**src/rtl/prod_accumulator.sv**
```systemverilog
// prod_accumulator: sums the unsigned product stream from a registered
// multiplier stage into one dot-product result per operand vector.
// An internal valid/last delay line realigns the operand-side tags with the
// product that leaves the multiplier LAT cycles later. Each finished sum is
// held in a single-entry ready/valid output register that also carries the
// product count and a wrap flag. A sticky flag records overwritten results.
//
// state | meaning
// IDLE  | no vector open; the next aligned product starts a new vector
// ACCUM | vector open; aligned products are added to the running sum
module prod_accumulator #(
    parameter int PROD_W = 16,
    parameter int ACC_W  = 24,
    parameter int LAT    = 2,
    parameter int CNT_W  = 8
) (
    input  logic              clk,
    input  logic              rst,
    input  logic              op_valid,
    input  logic              op_last,
    input  logic [PROD_W-1:0] prod,
    input  logic              clear,
    output logic [ACC_W-1:0]  sum,
    output logic [CNT_W-1:0]  sum_cnt,
    output logic              sum_ovf,
    output logic              sum_valid,
    input  logic              sum_ready,
    output logic              err_overrun
);

    typedef enum logic {
        IDLE  = 1'b0,
        ACCUM = 1'b1
    } state_t;

    state_t state, state_nxt;

    logic [LAT-1:0]   dly_v;
    logic [LAT-1:0]   dly_l;
    logic             dv;
    logic             dl;

    logic [ACC_W-1:0] acc, acc_nxt;
    logic [CNT_W-1:0] cnt, cnt_nxt;
    logic             ovf, ovf_nxt;

    logic [ACC_W-1:0] prod_ext;
    logic [ACC_W:0]   acc_sum;
    logic             carry;
    logic [CNT_W-1:0] cnt_inc;

    logic             complete;
    logic             sum_valid_nxt;
    logic             overrun_nxt;

    // Tap outputs line up with the product currently on prod.
    assign dv = dly_v[LAT-1];
    assign dl = dly_l[LAT-1];

    assign prod_ext = ACC_W'(prod);
    assign acc_sum  = {1'b0, acc} + {1'b0, prod_ext};
    assign carry    = acc_sum[ACC_W];
    // The count sticks at all-ones rather than wrapping on very long vectors.
    assign cnt_inc  = (&cnt) ? cnt : cnt + CNT_W'(1);

    // Tag delay line: last is only meaningful alongside valid, so it is
    // masked on entry; clear empties it to discard in-flight products.
    always_ff @(posedge clk or posedge rst) begin
        if (rst) begin
            dly_v <= '0;
            dly_l <= '0;
        end else if (clear) begin
            dly_v <= '0;
            dly_l <= '0;
        end else begin
            dly_v[0] <= op_valid;
            dly_l[0] <= op_valid & op_last;
            for (int i = 1; i < LAT; i++) begin
                dly_v[i] <= dly_v[i-1];
                dly_l[i] <= dly_l[i-1];
            end
        end
    end

    // FSM state register.
    always_ff @(posedge clk or posedge rst) begin
        if (rst) begin
            state <= IDLE;
        end else begin
            state <= state_nxt;
        end
    end

    // Next state and accumulator update; clear outranks an aligned product.
    always_comb begin
        state_nxt = state;
        acc_nxt   = acc;
        cnt_nxt   = cnt;
        ovf_nxt   = ovf;
        complete  = 1'b0;
        if (clear) begin
            state_nxt = IDLE;
            acc_nxt   = '0;
            cnt_nxt   = '0;
            ovf_nxt   = 1'b0;
        end else if (dv) begin
            case (state)
                IDLE: begin
                    acc_nxt = prod_ext;
                    cnt_nxt = CNT_W'(1);
                    ovf_nxt = 1'b0;
                    if (dl) begin
                        complete = 1'b1;
                    end else begin
                        state_nxt = ACCUM;
                    end
                end
                ACCUM: begin
                    acc_nxt = acc_sum[ACC_W-1:0];
                    ovf_nxt = ovf | carry;
                    cnt_nxt = cnt_inc;
                    if (dl) begin
                        complete  = 1'b1;
                        state_nxt = IDLE;
                    end
                end
                default: begin
                    state_nxt = IDLE;
                end
            endcase
        end
    end

    // Output handshake: a completion always loads (no stall on sum_ready);
    // loading over an unaccepted result is recorded as an overrun.
    always_comb begin
        sum_valid_nxt = sum_valid;
        overrun_nxt   = err_overrun;
        if (clear) begin
            sum_valid_nxt = 1'b0;
        end else if (complete) begin
            sum_valid_nxt = 1'b1;
            if (sum_valid && !sum_ready) begin
                overrun_nxt = 1'b1;
            end
        end else if (sum_valid && sum_ready) begin
            sum_valid_nxt = 1'b0;
        end
    end

    // Running accumulator, product count and wrap flag.
    always_ff @(posedge clk or posedge rst) begin
        if (rst) begin
            acc <= '0;
            cnt <= '0;
            ovf <= 1'b0;
        end else begin
            acc <= acc_nxt;
            cnt <= cnt_nxt;
            ovf <= ovf_nxt;
        end
    end

    // Result register: captures the completing beat's totals.
    always_ff @(posedge clk or posedge rst) begin
        if (rst) begin
            sum     <= '0;
            sum_cnt <= '0;
            sum_ovf <= 1'b0;
        end else if (complete) begin
            sum     <= acc_nxt;
            sum_cnt <= cnt_nxt;
            sum_ovf <= ovf_nxt;
        end
    end

    // Result valid and sticky overrun flag.
    always_ff @(posedge clk or posedge rst) begin
        if (rst) begin
            sum_valid   <= 1'b0;
            err_overrun <= 1'b0;
        end else begin
            sum_valid   <= sum_valid_nxt;
            err_overrun <= overrun_nxt;
        end
    end

endmodule

```
**config.mk**
```make
export PLATFORM = sky130hd
export DESIGN_NAME = prod_accumulator
export DESIGN_NICKNAME = d
export VERILOG_FILES = /design/src/rtl/prod_accumulator.sv
export SDC_FILE = /design/constraint.sdc
export NUM_CORES = 1
export LEC_CHECK = 0
export ABC_CLOCK_PERIOD_IN_PS = 3090
export CAP_MARGIN = 20
export CORE_UTILIZATION = 50
export CTS_BUF_LIST = sky130_fd_sc_hd__clkbuf_8
export DETAILED_ROUTE_END_ITERATION = 10
export HOLD_SLACK_MARGIN = 0.06
export MAX_ROUTING_LAYER = met4
export PLACE_DENSITY = 0.74
export SLEW_MARGIN = 20
export SYNTH_ARGS = -nofsm -noshare
export SYNTH_HDL_FRONTEND = slang
export SYNTH_SLANG_ARGS = --single-unit
export TNS_END_PERCENT = 1
```
**constraint.sdc**
```tcl
create_clock -name clk -period 3.09 [get_ports clk]
set_input_delay 0.7725 -clock clk [delete_from_list [all_inputs] [get_ports clk]]
set_output_delay 0.7725 -clock clk [all_outputs]
set_load 0.05 [all_outputs]
```
# [Word level (Yosys, flattened, before mapping)]
# Index checks and enable logic that the tools add are counted.
# Widths: inputs -> output; s select.
[totals] latch_bits=0 output_inout_bits=35 memories=0 mem_bits_ro=0 elab_cells=45 ff_bits=73 ram_bits=0
[classes] div_mod_pow=0 shift=0 eq_ne=0 mul=0 n_reduce_logical=7 n_mux=21 bitwise=4 n_lt_le_gt_ge=0 add_sub_neg=2
[ops] cell="$mux 24" count=2
[ops] cell="$pmux 24 s2" count=1
[ops] cell="$add 24x16->25" count=1
[ops] cell="$mux 8" count=3
[ops] cell="$pmux 8 s2" count=1
[ops] cell="$mux 1" count=11
[ops] cell="$add 8x1->8 const B" count=1
[ops] cell="$reduce_and 8->1" count=1
[ops] cell="$mux 2" count=2
[ops] cell="$reduce_and 3->1" count=1
[ops] cell="$reduce_bool 3->1" count=1
[ops] cell="$logic_and 1x1->1" count=2
[ops] cell="$not 1->1" count=2
[ops] cell="$pmux 1 s2" count=1
[ops] cell="$reduce_bool 2->1" count=1
[ops] cell="$and 1x1->1" count=1
[ops] cell="$logic_not 1->1" count=1
[ops] cell="$or 1x1->1" count=1

# [Logic depth before layout (Yosys ltp)]
[depth] depth_word=5 ltp_mapped=9 ltp_nobuf=9

# [Worst setup path before layout]
# No wires, ideal clock.
[synth_timing] path_kind="input -> register" startpoint="input port prod[0]" endpoint="register sum_ovf" path_slack_ns=0.529 setup_ns=0.127 path_buffers=0 path_stages=9 arrival_time_ns=2.434 path_cell_list="ha_1 -> fa_1 -> a21o_1 -> nand4_1 -> a21oi_2 -> o311ai_2 -> nand2_1 -> a31oi_1 -> o21ai_1"
[synth_between] elab_chain_len=5
[synth_rtl] item="start, declared" line="21" source="input logic [PROD_W-1:0] prod,"
[synth_rtl] item="$add 24x16->25" line="61" source="assign acc_sum = {1'b0, acc} + {1'b0, prod_ext};"
[synth_rtl] item="$or 1x1->1" line="120" source="ovf_nxt = ovf | carry;"
[synth_rtl] item="$pmux 1 s2" line="107" source="case (state)"
[synth_rtl] item="$mux 1" line="106" source="end else if (dv) begin"
[synth_rtl] item="$mux 1" line="101" source="if (clear) begin"
[synth_rtl] item="end signal, assigned" line="173" source="sum_ovf <= ovf_nxt;"
[synth_rtl] item="end, declared" line="25" source="output logic sum_ovf,"
# No other way between the ends.
# A chain may end at the register's enable or synchronous reset.

# [Final worst setup path]
[layout_timing] startpoint="input port prod[0]" endpoint="register sum[20]"
[layout_between] elab_chain_len=4
[layout_rtl] item="$add 24x16->25" line="61"
[layout_rtl] item="$pmux 24 s2" line="107"
[layout_rtl] item="$mux 24" line="106"
[layout_rtl] item="$mux 24" line="101"
[layout_rtl] item="end signal, assigned" line="171" source="sum <= acc_nxt;"
[layout_rtl] item="end, declared" line="23" source="output logic [ACC_W-1:0] sum,"
# No other way between the ends.

==> key figures <==
Status
  • Status: finished, final reports clean

Setup path
  • Crit Path Max Fanout: 4
  • Cell Chain, Critical Path: clkdlybuf4s50_1 > ha_1 > fa_1 > a21o_1 > nand4_1 > a21oi_2 > o311ai_2 > buf_4 > a21oi_1 > xnor2_1 > o21ai_0
  • Setup crit start kind: input port
  • Setup Crit Path Kind: in2reg
  • CP max-delay cell: clkdlybuf4s50_1
  • Nature of the critical path endpoint: flip-flop
  • R2R cell count: 10
  • CP required: 3310 ps
  • Max incr delay on CP: 430 ps
  • Critical Path AT: 3110 ps

CTS
  • Clk root buf: clkbuf_8
  • Setup bufs post-CTS: 0
  • # clock sinks: 73
  • Clk_lat worst skew: 350 ps
  • H-tree levels: 3
  • Post-CTS Resized: 0
  • Hold buffer count at cts: 0
  • CTS Buf Count: 9
  • CTS max path bufs: 2
  • CTS tree: done
  • Worst-path clk slew: 80 ps

Detailed routing
  • Post-route ant nets: 0
  • Pre-antenna DRT Iters: 4
  • DRC: 0
  • Wire per inst: 16.3 µm
  • Via count: 3456
  • Via density: 5.67
  • DR iter-0 viols: 138
  • Routed Wire Length: 9900 µm

STA
  • Final setup fails: 0
  • Unrepaired setup endpoints after global routing: false
  • Hold_ws: 475 ps
  • Final slew viol count: 0
  • Setup WS post-layout: 202 ps
  • Normalized max-slew margin: 36.9%
  • Final hold viol count: 0
  • FMAX: 346 MHz
  • Clock skew: 9.43 ps
  • Worst slew pin tran: 946 ps
  • Final period utilization: 93.5%
  • Min Tclk post-route: 2890 ps
  • Final setup TNS: 0 ps

Global routing
  • Total track usage: 27.0%
  • First-pass GRT wire length: 17200 µm
  • Largest net degree at the start of global routing: 74
  • Initial antenna violation count: 0
  • Grt ovf: 0
  • Vias in the first global route: 3457

Cells and area
  • Reg area: 1830 µm²
  • Nets: 542
  • Area Overhead vs Synth: 24.6%
  • Area of the multi-input gates: 2080 µm²
  • Final-layout fill cell count: 683
  • Post-route cell area: 5070 µm²
  • Commonest cells after routing, fill and taps aside: 73 x dfrtp_1, 56 x clkdlybuf4s50_1, 49 x nor2_1
  • Commonest non-fill, non-tap cell in the layout: dfrtp_1
  • N_diodes: 0
  • Layout cells sized above 1: 12.8%

Die
  • Initial Util: 52.2%
  • Core footprint: 7810 µm²
  • Die H: 92.3 µm
  • Die Width: 92.3 µm
  • Die area: 8510 µm²
  • I/O pin total: 57
  • Cell Rows: 32

Hold path
  • WHS Path Cells: 1
  • Hold crit path type: reg2reg

Synthesis
  • Dominant synthesized flop cell: dfrtp_1
  • Mapped Cells: 430
  • FF+latch count, synth: 73
  • Yosys Warn Count: 0
  • Compound-Gate Fraction of Synth Area: 20.8%
  • Post-Synth XOR/XNOR Area: 5.16%
  • Cell variety after synth: 61
  • Post-Synth Simple-Gate Area: 18.5%
  • Post-synth EDFFs: 0
  • Synth Area per Inst: 9.47 µm²
  • Net Count, Synth: 470
  • Seq/Total Area, Yosys: 44.9%
  • Portion of netlist area occupied by mux cells: 1.01%
  • Post-Syn Area: 4070 µm²
  • Synth Area in Adders: 5.71%
  • Async set or reset register ratio after synthesis: 100%
  • Main combinational cell family by area after synthesis: compound AO/OA/AOI/OAI gates

Placement
  • Placer Congestion: 0.904
  • Detailed Place HPWL: 6980 µm
  • IO Port Bufs: 56
  • Placed Instance Area: 4850 µm²
  • Dpl ws: -148 ps

Pwr
  • Gate power share: 21.5%
  • Sw Share: 30.6%
  • Clock share of power: 35.7%
  • Total internal power: 1.68 mW
  • Sw power: 0.740 mW
  • Pwr dens: 477 nW/µm²
  • Flop pwr share: 42.8%
  • Peak supply drop: 270 µV
  • Tot Pwr: 2.42 mW
  • Lkg Pwr: 2.23 nW

Job
  • # Max-Cap Violations: 0
synthesized netlist by cell type (4+ instances only):
master     n  area, µm²
dfrtp_1   73       1830
o21ai_0   26        130
nor2_1    49        184
a21oi_1   25        125
nor2b_1    6       37.5
ha_1      17        213
nand2_1   48        180
a21o_1     8       60.1
a31oi_1    6       37.5
clkbuf_1   9       33.8
o31ai_1    6       45.0
a21boi_0   4       30.0
o21ai_1    6       30.0
xor2_1    10       87.6
a211oi_1  11       82.6
xnor2_1   14        123
nor3_1    16       80.1
nand3_1   15       75.1
inv_1     10       37.5
cell families after synthesis:
logic type | count (synthesis)
AND/OR/NAND/NOR | 159
AO/OA/AOI/OAI | 120
flip-flops | 73
buffers and inverters | 32
XOR/XNOR | 24
adder cells (fa/ha/maj) | 18
multiplexers | 4
power groups by stage:
stage | Combinational, mW | Sequential (mW) | Clock [mW]
2_1_floorplan | 0.216 | 1.17 | 0
3_3_place_gp | 0.512 | 1.05 | 0
3_5_place_dp | 0.520 | 1.05 | 0
4_1_cts | 0.522 | 1.04 | 0.876
5_1_grt | 0.565 | 1.04 | 0.929
6_report | 0.521 | 1.04 | 0.863
final cells by class:
class | instances | share of cell area, %
well taps | 102 | 2.52
flip-flops and latches | 73 | 36.0
inverters | 11 | 0.814
repair buffers | 82 | 15.1
clock inverters | 6 | 1.78
clock buffers | 10 | 2.71
multi-input cells | 325 | 41.0
critical path: cells and delay by family:
kind / cells / cell delay (ps)
and+or+nand+nor: 1 / 160
buffers and inverters: 2 / 600
AOI/OAI and AO/OA: 5 / 690
adders and majority gates: 2 / 650
xor gates and xnor gates: 1 / 230
stage by stage:
step / instances / util, %
after global placement: 593 / 62.1
after global routing: 609 / 65.0
after floorplan: 430 / -
after detailed placement: 593 / 62.1
final: 609 / 65.0
after CTS: 609 / 65.0
state kept, by name, indices dropped and copies added, names as in the netlist:
name / flops
dly_v: 2
sum: 24
state: 1
sum_cnt: 8
cnt: 8
err_overrun: 1
dly_l: 2
acc: 24
sum_ovf: 1
sum_valid: 1
ovf: 1
layer usage:
metal | share of wire (%) | GRT usage (%)
met1 | 49 | 38.2
met2 | 47 | 40.1
met3 | 2.6 | 3.48
met4 | 1.4 | 9.24
met5 | 0 | -
final timing paths:
path	from	to	slack, ps
min in group asynchronous	rst	err_overrun$_DFFE_PP0P_	800
max	prod[0]	sum[20]$_DFFE_PP0P_	200
min reg2reg	dly_v[0]$_DFF_PP0_	dly_v[1]$_DFF_PP0_	470
min	dly_v[0]$_DFF_PP0_	dly_v[1]$_DFF_PP0_	470
max in group asynchronous	rst	sum[10]$_DFFE_PP0P_	1950
max reg2reg	acc[0]$_DFF_PP0_	sum[20]$_DFFE_PP0P_	680
Note: power is estimated with default switching activity, not from simulation.
